## src/rtl/onewire_rom_crc_ctrl_pkg.sv

```systemverilog
// Shared definitions for the 1-Wire ROM ID CRC controller: FSM encodings,
// ROM geometry and the byte bit-reversal helper.
package onewire_rom_crc_ctrl_pkg;

    localparam logic [2:0] ST_IDLE    = 3'd0;
    localparam logic [2:0] ST_COLLECT = 3'd1;
    localparam logic [2:0] ST_START   = 3'd2;
    localparam logic [2:0] ST_WAIT    = 3'd3;
    localparam logic [2:0] ST_CHECK   = 3'd4;
    localparam logic [2:0] ST_DONE    = 3'd5;

    localparam int unsigned ROM_BYTES  = 8;
    localparam int unsigned CRC_DATA_W = 56;

    function automatic logic [7:0] bitrev8(input logic [7:0] v);
        logic [7:0] r;
        r = '0;
        for (int unsigned i = 0; i < 8; i++) begin
            r[i] = v[7-i];
        end
        return r;
    endfunction

endpackage

```

## src/rtl/onewire_rom_crc_ctrl_rom_byte_collector.sv

```systemverilog
// Assembles eight received bytes into the 64-bit ROM ID register; full_o marks
// the write of the final byte in the same cycle it is accepted.
module rom_byte_collector
    import onewire_rom_crc_ctrl_pkg::*;
(
    input  logic        clk,
    input  logic        reset_n,
    input  logic        clear_i,
    input  logic        flush_i,
    input  logic        wr_i,
    input  logic [7:0]  byte_i,
    output logic [63:0] rom_id_o,
    output logic        full_o
);

    logic [2:0]  cnt_q, cnt_d;
    logic [63:0] rom_q, rom_d;

    always_comb begin
        cnt_d = cnt_q;
        rom_d = rom_q;
        if (clear_i) begin
            cnt_d = '0;
            rom_d = '0;
        end else if (flush_i) begin
            cnt_d = '0;
        end else if (wr_i) begin
            rom_d[{cnt_q, 3'b000} +: 8] = byte_i;
            cnt_d = cnt_q + 3'd1;
        end
    end

    always_ff @(posedge clk) begin
        if (!reset_n) begin
            cnt_q <= '0;
            rom_q <= '0;
        end else begin
            cnt_q <= cnt_d;
            rom_q <= rom_d;
        end
    end

    assign full_o   = wr_i && !clear_i && !flush_i && (cnt_q == 3'(ROM_BYTES - 1));
    assign rom_id_o = rom_q;

endmodule

```

## src/rtl/onewire_rom_crc_ctrl.sv

```systemverilog
// Collects a 64-bit 1-Wire ROM ID, runs the external crc8 engine over the first
// 56 wire bits and reports valid / CRC error / engine timeout.
module onewire_rom_crc_ctrl
    import onewire_rom_crc_ctrl_pkg::*;
#(
    parameter int unsigned TIMEOUT_CYC = 64,
    parameter bit          REFLECT     = 1'b1,
    parameter bit          REJECT_ZERO = 1'b1
) (
    input  logic        clk,
    input  logic        reset_n,
    input  logic        i_start,
    input  logic        i_abort,
    input  logic [7:0]  i_byte,
    input  logic        i_byte_valid,
    output logic        o_crc_start,
    output logic [55:0] o_crc_data,
    output logic        o_crc_rst,
    input  logic [7:0]  i_crc,
    input  logic        i_crc_done,
    output logic [63:0] o_rom_id,
    output logic        o_busy,
    output logic        o_done,
    output logic        o_valid,
    output logic        o_crc_err,
    output logic        o_timeout
);

    localparam int unsigned TW = $clog2(TIMEOUT_CYC);
    // Fire when the counter is about to reach TIMEOUT_CYC-1, so o_timeout rises
    // exactly TIMEOUT_CYC cycles after the o_crc_start cycle.
    localparam logic [TW-1:0] TO_LAST = TW'(TIMEOUT_CYC - 2);

    logic [2:0]    state_q, state_d;
    logic [TW-1:0] to_cnt_q, to_cnt_d;
    logic [7:0]    crc_q, crc_d;
    logic          valid_q, valid_d, err_q, err_d, tmo_q, tmo_d;
    logic          done_q, done_d, crst_q, crst_d;
    logic          col_clear, col_flush, col_wr, col_full;
    logic [63:0]   rom_id;
    logic [7:0]    crc_exp;
    logic          match, id_zero;

    rom_byte_collector u_collector (
        .clk      (clk),
        .reset_n  (reset_n),
        .clear_i  (col_clear),
        .flush_i  (col_flush),
        .wr_i     (col_wr),
        .byte_i   (i_byte),
        .rom_id_o (rom_id),
        .full_o   (col_full)
    );

    assign col_wr  = i_byte_valid && (state_q == ST_COLLECT) && !i_abort;
    assign crc_exp = REFLECT ? bitrev8(crc_q) : crc_q;
    assign match   = (crc_exp == rom_id[63:56]);
    assign id_zero = (rom_id == '0);

    always_comb begin
        state_d   = state_q;
        to_cnt_d  = to_cnt_q;
        crc_d     = crc_q;
        valid_d   = valid_q;
        err_d     = err_q;
        tmo_d     = tmo_q;
        done_d    = 1'b0;
        crst_d    = 1'b0;
        col_clear = 1'b0;
        col_flush = 1'b0;
        if (i_abort) begin
            state_d   = ST_IDLE;
            valid_d   = 1'b0;
            err_d     = 1'b0;
            tmo_d     = 1'b0;
            col_flush = 1'b1;
            crst_d    = (state_q == ST_START) || (state_q == ST_WAIT);
        end else begin
            case (state_q)
                ST_IDLE, ST_DONE: begin
                    if (i_start) begin
                        state_d   = ST_COLLECT;
                        valid_d   = 1'b0;
                        err_d     = 1'b0;
                        tmo_d     = 1'b0;
                        col_clear = 1'b1;
                    end
                end
                ST_COLLECT: if (col_full) state_d = ST_START;
                ST_START: begin
                    to_cnt_d = '0;
                    state_d  = ST_WAIT;
                end
                ST_WAIT: begin
                    if (i_crc_done) begin
                        crc_d   = i_crc;
                        state_d = ST_CHECK;
                    end else if (to_cnt_q == TO_LAST) begin
                        tmo_d   = 1'b1;
                        crst_d  = 1'b1;
                        done_d  = 1'b1;
                        state_d = ST_DONE;
                    end else begin
                        to_cnt_d = to_cnt_q + TW'(1);
                    end
                end
                ST_CHECK: begin
                    valid_d = match && !(REJECT_ZERO && id_zero);
                    err_d   = !(match && !(REJECT_ZERO && id_zero));
                    done_d  = 1'b1;
                    state_d = ST_DONE;
                end
                default: state_d = ST_IDLE;
            endcase
        end
    end

    always_ff @(posedge clk) begin
        if (!reset_n) begin
            state_q  <= ST_IDLE;
            to_cnt_q <= '0;
            crc_q    <= '0;
            valid_q  <= 1'b0;
            err_q    <= 1'b0;
            tmo_q    <= 1'b0;
            done_q   <= 1'b0;
            crst_q   <= 1'b0;
        end else begin
            state_q  <= state_d;
            to_cnt_q <= to_cnt_d;
            crc_q    <= crc_d;
            valid_q  <= valid_d;
            err_q    <= err_d;
            tmo_q    <= tmo_d;
            done_q   <= done_d;
            crst_q   <= crst_d;
        end
    end

    // Whole-field reversal of bytes 0..6 puts wire bit k at [55-k].
    always_comb begin
        o_crc_data = '0;
        for (int unsigned k = 0; k < CRC_DATA_W; k++) begin
            o_crc_data[CRC_DATA_W-1-k] = rom_id[k];
        end
    end

    assign o_crc_start = (state_q == ST_START);
    assign o_crc_rst   = crst_q;
    assign o_rom_id    = rom_id;
    assign o_busy      = (state_q != ST_IDLE) && (state_q != ST_DONE);
    assign o_done      = done_q;
    assign o_valid     = valid_q;
    assign o_crc_err   = err_q;
    assign o_timeout   = tmo_q;

endmodule
```

## config.mk

```make
export PLATFORM = sky130hd
export DESIGN_NAME = onewire_rom_crc_ctrl
export DESIGN_NICKNAME = d
export VERILOG_FILES = /design/src/rtl/onewire_rom_crc_ctrl_pkg.sv /design/src/rtl/onewire_rom_crc_ctrl_rom_byte_collector.sv /design/src/rtl/onewire_rom_crc_ctrl.sv
export SDC_FILE = /design/constraint.sdc
export NUM_CORES = 1
export LEC_CHECK = 0
export BUFFER_PORTS_ARGS = -buffer_cell sky130_fd_sc_hd__buf_2
export CAP_MARGIN = 20
export CORE_MARGIN = 2
export CORE_UTILIZATION = 51
export DETAILED_ROUTE_END_ITERATION = 8
export PLACE_DENSITY = 0.8
export SLEW_MARGIN = 10
export SYNTH_ARGS = -nofsm -noshare
export SYNTH_HDL_FRONTEND = slang
export SYNTH_HIERARCHICAL = 1
export SYNTH_SLANG_ARGS = --single-unit
```

## constraint.sdc

```tcl
create_clock -name clk -period 2.75 [get_ports clk]
set_clock_uncertainty 0.1 [all_clocks]
set_input_delay 0.1375 -clock clk [delete_from_list [all_inputs] [get_ports clk]]
set_output_delay 0.1375 -clock clk [all_outputs]
set_load 0.05 [all_outputs]
```

* Yosys cells after proc, flatten, opt, wreduce, memory -nomap -nowiden
Index checks and enable logic that the tools add are counted.
** Cells by class
- Equality and inequality tests :: 15
- Divide/modulo/power cells :: 0
- Multiplexer cells :: 24
- Add/subtract/negate cells :: 3
- $lt $le $gt $ge :: 0
- Bitwise operators :: 3
- Shift-type cells :: 2
- Reduce and logical (&&, ||, !) cells :: 29
- $mul :: 0
** Operator list (count)
- 64-bit bitwise mux :: 1
- 64-bit logical NOT :: 1
- 8-bit by 8-bit variable shift with 64-bit output (first input constant) :: 1
- 8-bit by 8-bit indexed part select with 64-bit output :: 1
- 3-bit case mux with 5 select lines :: 1
- 3-bit 2-to-1 mux :: 4
- 6-bit 2-to-1 mux :: 2
- 6-bit case mux with 2 select lines :: 1
- 1-bit 2-to-1 mux :: 11
- 3-bit == test (second input constant) :: 3
- 8-bit == test :: 1
- 2-bit inequality test (second input constant) :: 4
- 6-bit negator with 8-bit output :: 1
- 1-bit case mux with 2 select lines :: 4
- 4-bit AND reduction :: 2
- 1-bit logical AND :: 7
- 6-bit by 1-bit adder with 6-bit output (second input constant) :: 1
- 3-bit by 2-bit == test with 1-bit output (second input constant) :: 2
- 6-bit == test (second input constant) :: 1
- 3-bit AND reduction :: 2
- 2-bit nonzero test :: 3
- 2-bit OR reduction :: 3
- 1-bit logical NOT :: 5
- 2-bit AND reduction :: 2
- other kinds (10) :: 12
** Word-level totals
- Output and inout port bits :: 127
- Bits of input ports :: 22
- ROM bits :: 0
- Memories :: 0
- RAM bits :: 0
- Latch bits :: 0
- Flip-flop bits (word level) :: 89

* Longest topological paths before layout
Gate-level depths: netlist of run 1.
- Depth in word-level cells :: 10
- Gate-level depth with buffers :: 9
- Mapped depth without buffers :: 6

* Hierarchy
Netlist of run 1, hierarchy kept.
** By module, submodules not included
- rom_byte_collector :: cells an instance 282, instances 1, area each 2854.0 sq um
- onewire_rom_crc_ctrl :: cells an instance 204, instances 1, area each 1707.9 sq um

* Worst setup path after synthesis of run 1
Ideal clock, no wire load.
- Path kind :: flip-flop to flip-flop
- Start point :: register u_collector.cnt_q[0]
- End point :: register u_collector.rom_q[52] (netlist: u_collector/rom_id_o[52])
- Arrival :: 1.929 ns
- Stages on the path, launching flop included :: 9
- Library setup time :: 0.072 ns
- Path buffers :: 2
- Period minus slack after synthesis :: 2.101 ns
- Setup slack :: 0.649 ns
- Path through :: dfxtp_1 > buf_6 > inv_1 > ha_1 > ha_1 > nor3b_2 > and3_1 > buf_4 > mux2i_1
** Between the ends
- Word-level cells in the longest chain between the ends :: 3
- Elaborated cells between the ends (all ways) :: 4
- Classes of those cells :: add/sub (1); shift (2); mux (1)
** Ends and longest elaborated chain
- start: declaration :: RTL line onewire_rom_crc_ctrl_rom_byte_collector.sv:16 : logic [2:0] cnt_q, cnt_d;
- start signal: assignment :: RTL line onewire_rom_crc_ctrl_rom_byte_collector.sv:38 : cnt_q <= cnt_d;
- 6-bit negator with 8-bit output * :: RTL line onewire_rom_crc_ctrl_rom_byte_collector.sv:28 : rom_d[{cnt_q, 3'b000} +: 8] = byte_i;
- 8-bit by 8-bit indexed part select with 64-bit output or 8-bit by 8-bit variable shift with 64-bit output (tied branches) :: RTL line onewire_rom_crc_ctrl_rom_byte_collector.sv:28
- 64-bit bitwise mux * :: RTL line onewire_rom_crc_ctrl_rom_byte_collector.sv:28
- end signal: assignment :: RTL line onewire_rom_crc_ctrl_rom_byte_collector.sv:39 : rom_q <= rom_d;
- end: declaration :: RTL line onewire_rom_crc_ctrl_rom_byte_collector.sv:17 : logic [63:0] rom_q, rom_d;
Every way passes the cells marked *; elsewhere a longest branch is shown, timed or not.
A chain may end at the register's enable or synchronous reset.

* Worst setup path after layout of run 1
- Start point :: register u_collector.cnt_q[0]
- End point :: register u_collector.rom_q[32] (netlist: u_collector/rom_id_o[32])
Same word-level chain as after synthesis.

==> results of run 1 <==
worst min path at each step:
stage / startpoint / end / slack, ps / cells past startpoint
6_report: i_byte[4] / u_collector/rom_id_o[4] / 10 / 3
5_1_grt: i_byte[4] / u_collector/rom_id_o[4] / 20 / 3
4_1_cts: i_byte[4] / u_collector/rom_id_o[4] / 0.2 / 3
3_5_place_dp: i_crc[0] / crc_q[0] / 320 / 3
3_3_place_gp: i_crc[5] / crc_q[5] / 300 / 3
2_1_floorplan: i_abort / u_collector/cnt_q[0] / 110 / 1
where the power goes:
part | total [mW] | switching [mW] | leakage (nW) | internal, mW
registers | 1.29 | 0.00162 | 0.717 | 1.29
logic | 0.135 | 0.0830 | 1.91 | 0.0516
clock network | 0.833 | 0.494 | 0.0815 | 0.339
cells by family (layout without fill, tap and decap cells):
kind of cell | count (synthesis) | in the layout | synth area share (%)
AOI/OAI and AO/OA | 26 | 26 | 3.98
xor gates and xnor gates | 10 | 10 | 1.92
adders and majority gates | 7 | 7 | 1.92
buffers and inverters | 91 | 198 | 13.2
DFF | 89 | 89 | 39.1
muxes | 74 | 74 | 16.2
and+or+nand+nor | 189 | 189 | 23.7
per-stage QoR:
| stage | cells | worst slack (ps) | hold WS, ps | utilization, % |
|---|---|---|---|---|
| 2_1_floorplan | 486 | 649 | 115 | - |
| 3_3_place_gp | 673 | 504 | 305 | 57.4 |
| 3_5_place_dp | 673 | 404 | 319 | 57.4 |
| 4_1_cts | 699 | 381 | 0.243 | 60.7 |
| 5_1_grt | 701 | 275 | 19.3 | 61.0 |
| 6_report | 701 | 362 | 13.2 | 61.0 |
state kept, by name, summed over array words and instances, names as in the netlist:
register              flops
u_collector/rom_id_o     64
o_valid                   1
u_collector/cnt_q         3
o_crc_rst                 1
to_cnt_q                  6
o_timeout                 1
o_crc_err                 1
state_q                   3
o_done                    1
crc_q                     8
layout by cell type (no fill, tap or decap), types with 3 or more instances in the layout:
cell,count
clkinvlp_4,3
o211a_1,3
dfxtp_1,89
a21oi_1,6
buf_2,148
or3_1,6
ha_1,7
nand4b_1,10
nand3_1,18
nor3b_2,4
xnor2_1,3
and3_1,3
o21ai_0,5
nand2_1,77
nor4_1,18
nand4_1,5
xor2_1,7
nor2_1,4
nor3_1,7
nor2b_1,9
buf_4,15
mux2i_1,74
nand3b_1,10
inv_1,7
dlygate4sd3_1,11
clkbuf_8,9
final cells by class:
type | instances | area [um2] | area share, %
Multi-Input combinational cell | 306 | 2190 | 41.3
Inverter | 7 | 26.3 | 0.496
Timing Repair Buffer | 175 | 983 | 18.6
Clock buffer | 10 | 128 | 2.41
Tap cell | 108 | 135 | 2.55
Clock inverter | 6 | 56.3 | 1.06
Sequential cell | 89 | 1780 | 33.6
layer usage:
| layer | vias up | global-route usage (%) |
|---|---|---|
| met4 | 0 | 9.27 |
| met3 | 23 | 4.11 |
| met1 | 1839 | 30.1 |
| met2 | 156 | 37.8 |
| met5 | - | 0 |
| li1 | 1838 | - |
critical path: stages (launching register included):
cell and delay [ps]:
dfxtp_1 530, inv_1 90, ha_1 230, ha_1 330, and3b_1 360, and3_1 430, mux2i_1 240
timing repair:
item	in CTS	in global routing
hold buffers	10	1
setup endpoints to repair	0	0
endpoints found under the hold margin	11	2
==> flow_summary_export.csv, run 1 <==
group,metric,value,unit
grt,overflow,0,
synthesis,yosysSeqAreaShare,39.1,%
grt,grt_first_pass_wirelength,18000,um
grt,gr-usage-all-layers,23.0,%
timing,timing.final.crit_period,2390,ps
setup_path,timing.rr.end,"u_collector/rom_id_o[32]",
power,p_per_area,426,mW/mm2
timing,setup_viol,0,
timing,worst_pin_slew,579,ps
synthesis,synth_top_area_share,39.1,%
routing,viasPerCell,5.50,
grt,grt_max_degree,57,
grt,grt_pass1_vias,3602,
die,core_area,0.00868,mm2
clock_network,cts-htree-levels,3,
setup_path,cp_max_fo,10,
routing,dr_total_vias,3856,
routing,met1Wirelength,5030,um
synthesis,synth_commonest_cells,"dfxtp_1, nand2_1, mux2i_1",
layout,antennaDiodeCount,0,
layout,drive_gt1_share,32.4,%
layout,area_delta_synth_final,16.1,%
die,dieArea,0.00972,mm2
setup_path,crit_arrival,2570,ps
timing,fin_crit_sh,86.8,%
timing,max_freq,0.419,GHz
power,ir_worst_vdd,243,uV
setup_path,cp_data_required_time,2930,ps
setup_path,r2r_slack,360,ps
clock_network,clock_tree.root_cell,"clkbuf_8",
die,dieHeight,98.6,um
power,leakagePower,2.71,nW
grt,antenna_found_initial,0,
synthesis,yosys_register_bits,89,
layout,fin_area,0.00530,mm2
synthesis,synthesis.area,0.00456,mm2
synthesis,synth_cell_type_count,48,
synthesis,syn_area_per_cell,9.39,um2
timing,finalSetupTns,0,ps
clock_network,insertion_delay,360,ps
routing,drtPass1Iterations,5,
setup_path,reg2regPathDepth,6,
routing,top_layer_used,"met4",
setup_path,crit_start,"u_collector/cnt_q[0]",
synthesis,synthArstFlopShare,0,%
clock_network,post_cts_resized,0,
setup_path,end_kind,"flop",
routing,dr.first_iter.drc_count,216,
die,initial_core_util,52.6,%
synthesis,synth_area_leaders,"dfxtp_1, mux2i_1, buf_4",
setup_path,crit_end,"u_collector/rom_id_o[32]",
worst_hold_path,hp-class,"in2reg",
synthesis,syn_inst,486,
clock_network,postCtsSetupRepairBufs,0,
setup_path,r2r-start,"u_collector/cnt_q[0]",
synthesis,syn_nets,515,
synthesis,synth_top_flop_cell,"dfxtp_1",
placement,gp_congestion,0.830,
placement,detailed_place_hpwl,8560,um
synthesis,synth_edf_count,0,
synthesis,yosys.area.top_type,"dfxtp_1",
placement,place_area,0.00498,mm2
synthesis,ys_warn_count,6,
clock_network,cts_tree,"done",
die,rows,34,
routing,wl_met2,5610,um
synthesis,synth.most_common_cell,"dfxtp_1",
timing,drv_slew,0,
timing,finalHoldViolations,0,
routing,wl_met3,757,um
routing,routed_wl,11600,um
routing,drc,0,
clock_network,cts-buffers-inserted,9,
setup_path,startpoint_type,"flop",
power,power,2.26,mW
timing,slew_headroom,60.9,%
setup_path,worst-setup-path-type,"reg2reg",
routing,wire_per_inst,16.6,um
layout,fillers,771,
clock_network,clock_path_buffers,2,
die,die_w,98.6,um
placement,port_buffers,148,
routing,ant_nets,0,
die,io_pins,149,
layout,final_nets,617,
outcome,status,"complete, no violations",
job,maxCapViolations,0,
clock_network,cts.sinks,89,
timing,rsz0062_at_grt,"no",
clock_network,clkTransAtPathRegs,100,ps
(Power assumes the default switching activity.)
==> inputs of run 2 (changes only) <==
--- a/config.mk
+++ b/config.mk
@@ -11,4 +11,5 @@
 export CORE_UTILIZATION = 51
 export DETAILED_ROUTE_END_ITERATION = 8
+export MAX_ROUTING_LAYER = met4
 export PLACE_DENSITY = 0.8
 export SLEW_MARGIN = 10
==> constraint.sdc (replaced) <==
create_clock -name clk -period 2.75 [get_ports clk]
set_clock_uncertainty 0.1 [all_clocks]
set_input_delay 0 -clock clk [delete_from_list [all_inputs] [get_ports clk]]
set_output_delay 0 -clock clk [all_outputs]
set_load 0.05 [all_outputs]
==> flow_summary_export.csv, run 2 (synthesis results as in run 1) <==
group,metric,value,unit
outcome,status,"complete, no violations",
setup_path,cp_common_cell,"ha_1",
layout,fillers,730,
layout,antennaDiodeCount,0,
layout,final_cell_mix,"buf_2, dfxtp_1, nand2_1",
clock_network,cts-htree-levels,3,
clock_network,cts.sinks,89,
clock_network,clock_tree.root_cell,"clkbuf_8",
timing,worst_pin_slew,661,ps
routing,wire_per_inst,16.8,um
setup_path,cp_max_fo,10,
die,die_w,98.6,um
power,power_switching,0.572,mW
die,io_pins,149,
placement,dp_cells,672,
worst_hold_path,min-delay-start,"i_byte_valid",
setup_path,crit_buf_inv,1,
layout,seq_area,0.00178,mm2
grt,grt_max_degree,36,
die,initial_core_util,52.6,%
job,maxCapViolations,0,
setup_path,cpPeakStageDelay,540,ps
setup_path,end_kind,"flop",
routing,drtPass1Iterations,5,
timing,drv_slew,0,
timing,timing.final.crit_period,2410,ps
layout,layout_commonest_cell,"buf_2",
worst_hold_path,hp-class,"in2reg",
routing,viasPerCell,5.51,
routing,dr_total_vias,3903,
setup_path,worst_path_max_delay_cell,"and3_1",
timing,finalHoldViolations,0,
grt,antenna_found_initial,0,
placement,gp_congestion,0.863,
clock_network,postCtsSetupRepairBufs,0,
timing,setup_viol,0,
die,core_area,0.00868,mm2
layout,fin_area,0.00541,mm2
layout,drive_gt1_share,31.7,%
clock_network,clkTransAtPathRegs,90,ps
timing,fin_crit_sh,87.8,%
setup_path,r2r-start,"u_collector/cnt_q[0]",
setup_path,startpoint_type,"flop",
timing,finalSetupTns,0,ps
routing,routed_wl,11900,um
layout,fin_util,62.3,%
grt,grt_pass1_vias,3585,
timing,rsz0062_at_grt,"no",
layout,area_delta_synth_final,18.6,%
die,dieArea,0.00972,mm2
clock_network,cts_tree,"done",
clock_network,clock_path_buffers,2,
placement,detailed_place_hpwl,8660,um
clock_network,cts-buffers-inserted,9,
setup_path,crit_chain,"inv_1 > ha_1 > ha_1 > nor3b_2 > and3_1 > mux2i_1",
power,seqPwrFrac,55.1,%
routing,drc,0,
setup_path,crit_family,"simple AND/OR/NAND/NOR gates",
grt,overflow,0,
timing,slew_headroom,55.9,%
timing,holdWs,155,ps
layout,stdcell_count,708,
setup_path,worst-setup-path-type,"reg2reg",
timing,max_freq,0.414,GHz
layout,multi_input_area,0.00219,mm2
die,rows,34,
placement,place_area,0.00501,mm2
layout,largest_reg_flops,64,
power,clkPwrFrac,38.6,%
setup_path,crit_start,"u_collector/cnt_q[0]",
setup_path,crit_arrival,2600,ps
grt,grt_first_pass_wirelength,18500,um
power,p_comb_share,6.3,%
routing,ant_nets,0,
clock_network,insertion_delay,360,ps
layout,final_nets,625,
setup_path,cp_data_required_time,2940,ps
power,ir_worst_vdd,302,uV
placement,port_buffers,148,
power,leakagePower,2.76,nW
grt,gr-usage-all-layers,24.5,%
routing,dr.first_iter.drc_count,221,
power,power.internal,1.77,mW
die,dieHeight,98.6,um
power,sw_frac_of_total,24.4,%
clock_network,post_cts_resized,0,
power,p_per_area,433,mW/mm2
[run 2: changes by cell type in the layout (fill, tap and decap cells not counted)]
cell           before  now
bufinv_16           0    1
clkinvlp_4          3    2
buf_4              15   12
clkinv_4            2    1
clkbuf_1            1    0
clkinv_8            1    0
inv_6               0    1
buf_16              0    1
clkinv_2            0    1
dlygate4sd3_1      11   21
[run 2: worst register-to-register path, cell delays in order, from the launching register on]
cell and delay, ps:
dfxtp_1 530, inv_1 80, ha_1 240, ha_1 290
nor3b_2 320, and3_1 540, mux2i_1 260
[run 2: final cells by class]
type                            count  area share [%]
Clock inverter                      6            1.25
Inverter                            7           0.486
Timing Repair Buffer              183            20.1
Sequential cell                    89            32.9
Multi-Input combinational cell    306            40.4
Tap cell                          108            2.50
Clock buffer                        9            2.29
[run 2: path summary, 6_finish.rpt]
check | cells after the start | end | slack [ps]
max | 6 | u_collector/rom_id_o[51] | 340
min | 4 | u_collector/cnt_q[1] | 160
max reg2reg | 6 | u_collector/rom_id_o[51] | 340
min reg2reg | 2 | u_collector/rom_id_o[17] | 400
[run 2: metal layers]
metal	global-route usage, %	vias up	share of wire, %
li1	-	1856	-
met5	-	-	0
met2	39.2	147	49
met4	5.27	0	0.82
met3	5.32	10	6.4
met1	32.2	1890	44
[run 2: per-stage QoR]
stage               power (mW)  setup WS, ps
floorplan                 1.39           649
global placement          1.43           455
detailed placement        1.44           377
CTS                       2.34           353
global route              2.40           228
finish                    2.34           336
[run 2: power groups by stage]
stage	Clock (mW)	Combinational [mW]	Sequential, mW
3_5_place_dp	0	0.122	1.32
2_1_floorplan	0	0.0624	1.32
6_report	0.902	0.147	1.29
4_1_cts	0.908	0.146	1.29
5_1_grt	0.953	0.157	1.29
3_3_place_gp	0	0.114	1.32
[run 2: timing repair]
item                                    CTS  global route
endpoints found under the setup margin    0             0
hold endpoints to repair                 78             0
hold buffers                             21             0
==> inputs of run 3 (changes only) <==
- RECOVER_POWER: default -> 100
==> flow_summary_export.csv, run 3 (synthesis results as in run 1) <==
group,metric,value,unit
grt,grt_pass1_vias,3585,
clock_network,post_cts_resized,0,
timing,rsz0062_at_grt,"no",
power,power,2.34,mW
layout,area_delta_synth_final,13.7,%
timing,finalSetupTns,0,ps
setup_path,crit_buf_inv,2,
routing,ant_nets,0,
setup_path,cp_data_required_time,2900,ps
layout,layout_commonest_cell,"clkbuf_1",
setup_path,startpoint_type,"flop",
routing,drc,0,
grt,overflow,0,
timing,timing.final.crit_period,2510,ps
power,leakagePower,2.18,nW
die,rows,34,
timing,fin_crit_sh,91.2,%
clock_network,cts_tree,"done",
die,dieHeight,98.6,um
layout,antennaDiodeCount,0,
die,die_w,98.6,um
layout,stdcell_count,708,
setup_path,crit_arrival,2660,ps
timing,finalHoldViolations,0,
power,ir_worst_vdd,303,uV
setup_path,end_kind,"flop",
layout,fin_area,0.00519,mm2
layout,largest_reg_flops,64,
grt,grt_first_pass_wirelength,18500,um
routing,viasPerCell,5.55,
routing,dr.first_iter.drc_count,256,
routing,drtPass1Iterations,5,
clock_network,cts.sinks,89,
grt,gr-usage-all-layers,24.5,%
routing,dr_total_vias,3930,
layout,final_cell_mix,"clkbuf_1, dfxtp_1, nand2_1",
clock_network,postCtsSetupRepairBufs,0,
die,io_pins,149,
die,dieArea,0.00972,mm2
timing,setup_viol,0,
outcome,status,"complete, no violations",
clock_network,cts-buffers-inserted,9,
placement,place_area,0.00501,mm2
layout,final_nets,625,
grt,antenna_found_initial,0,
timing,max_freq,0.399,GHz
layout,fin_util,59.8,%
job,maxCapViolations,0,
timing,drv_slew,0,
placement,dp_cells,672,
die,initial_core_util,52.6,%
clock_network,insertion_delay,370,ps
placement,gp_congestion,0.863,
clock_network,clock_path_buffers,2,
setup_path,cpPeakStageDelay,570,ps
setup_path,worst-setup-path-type,"reg2reg",
layout,drive_gt1_share,8.83,%
die,core_area,0.00868,mm2
placement,detailed_place_hpwl,8660,um
setup_path,crit_family,"simple AND/OR/NAND/NOR gates",
clock_network,clkTransAtPathRegs,90,ps
setup_path,cp_max_fo,10,
routing,wire_per_inst,17.0,um
timing,worst_pin_slew,687,ps
clock_network,clock_tree.root_cell,"clkbuf_8",
power,p_per_area,451,mW/mm2
placement,port_buffers,148,
setup_path,worst_path_max_delay_cell,"dlygate4sd3_1",
worst_hold_path,hp-class,"in2reg",
routing,routed_wl,12000,um
setup_path,crit_chain,"clkbuf_1 > nor2_1 > and4b_1 > nor4bb_1 > a22o_2 > a21oi_1 > dlygate4sd3_1",
timing,slew_headroom,54.0,%
grt,grt_max_degree,36,
clock_network,cts-htree-levels,3,
==> run 3: per-layer routing <==
| metal | vias up | share of wire (%) | track usage (%) |
|---|---|---|---|
| met5 | - | 0 | - |
| met1 | 1874 | 44 | 32.2 |
| li1 | 1855 | - | - |
| met3 | 13 | 7.5 | 5.32 |
| met2 | 188 | 48 | 39.2 |
| met4 | 0 | 1.0 | 5.27 |
==> run 3: final timing paths <==
kind / start / to / slack (ps) / cells after the start
setup / recovery: state_q[2] / state_q[0] / 240 / 7
hold / removal: i_byte_valid / u_collector/cnt_q[1] / 160 / 4
setup reg to reg: state_q[2] / state_q[0] / 240 / 7
hold reg to reg: u_collector/rom_id_o[53] / u_collector/rom_id_o[53] / 400 / 2
==> run 3: per-stage QoR <==
step	hold slack (ps)	setup WS [ps]
2_1_floorplan	-22.7	649
3_3_place_gp	168	455
3_5_place_dp	173	377
4_1_cts	165	353
5_1_grt	167	123
6_report	156	242
==> run 3: timing repair <==
action / in CTS / in global routing
setup endpoints to repair: 0 / 0
hold endpoints to repair: 78 / 0
hold buffers: 21 / 0
==> run 3: report_power, final <==
group	internal (mW)	total (mW)	switching [mW]	leakage (nW)
combinational	0.0599	0.146	0.0862	1.37
clock	0.418	0.905	0.487	0.0917
sequential	1.29	1.29	0.00168	0.717
==> run 3: final cells by class <==
class,instances,area [um2]
clock buffers,9,124
clock inverters,6,67.6
fillers,815,3490
inverters,7,26.3
multi-input cells,306,2150
flip-flops and latches,89,1780
well taps,108,135
repair buffers,183,908
==> run 3: worst reg2reg max path, cell delays in order, from the launching register on <==
cell	delay (ps)
dfxtp_1	320
clkbuf_1	220
nor2_1	180
and4b_1	360
nor4bb_1	410
a22o_2	200
a21oi_1	50
dlygate4sd3_1	570
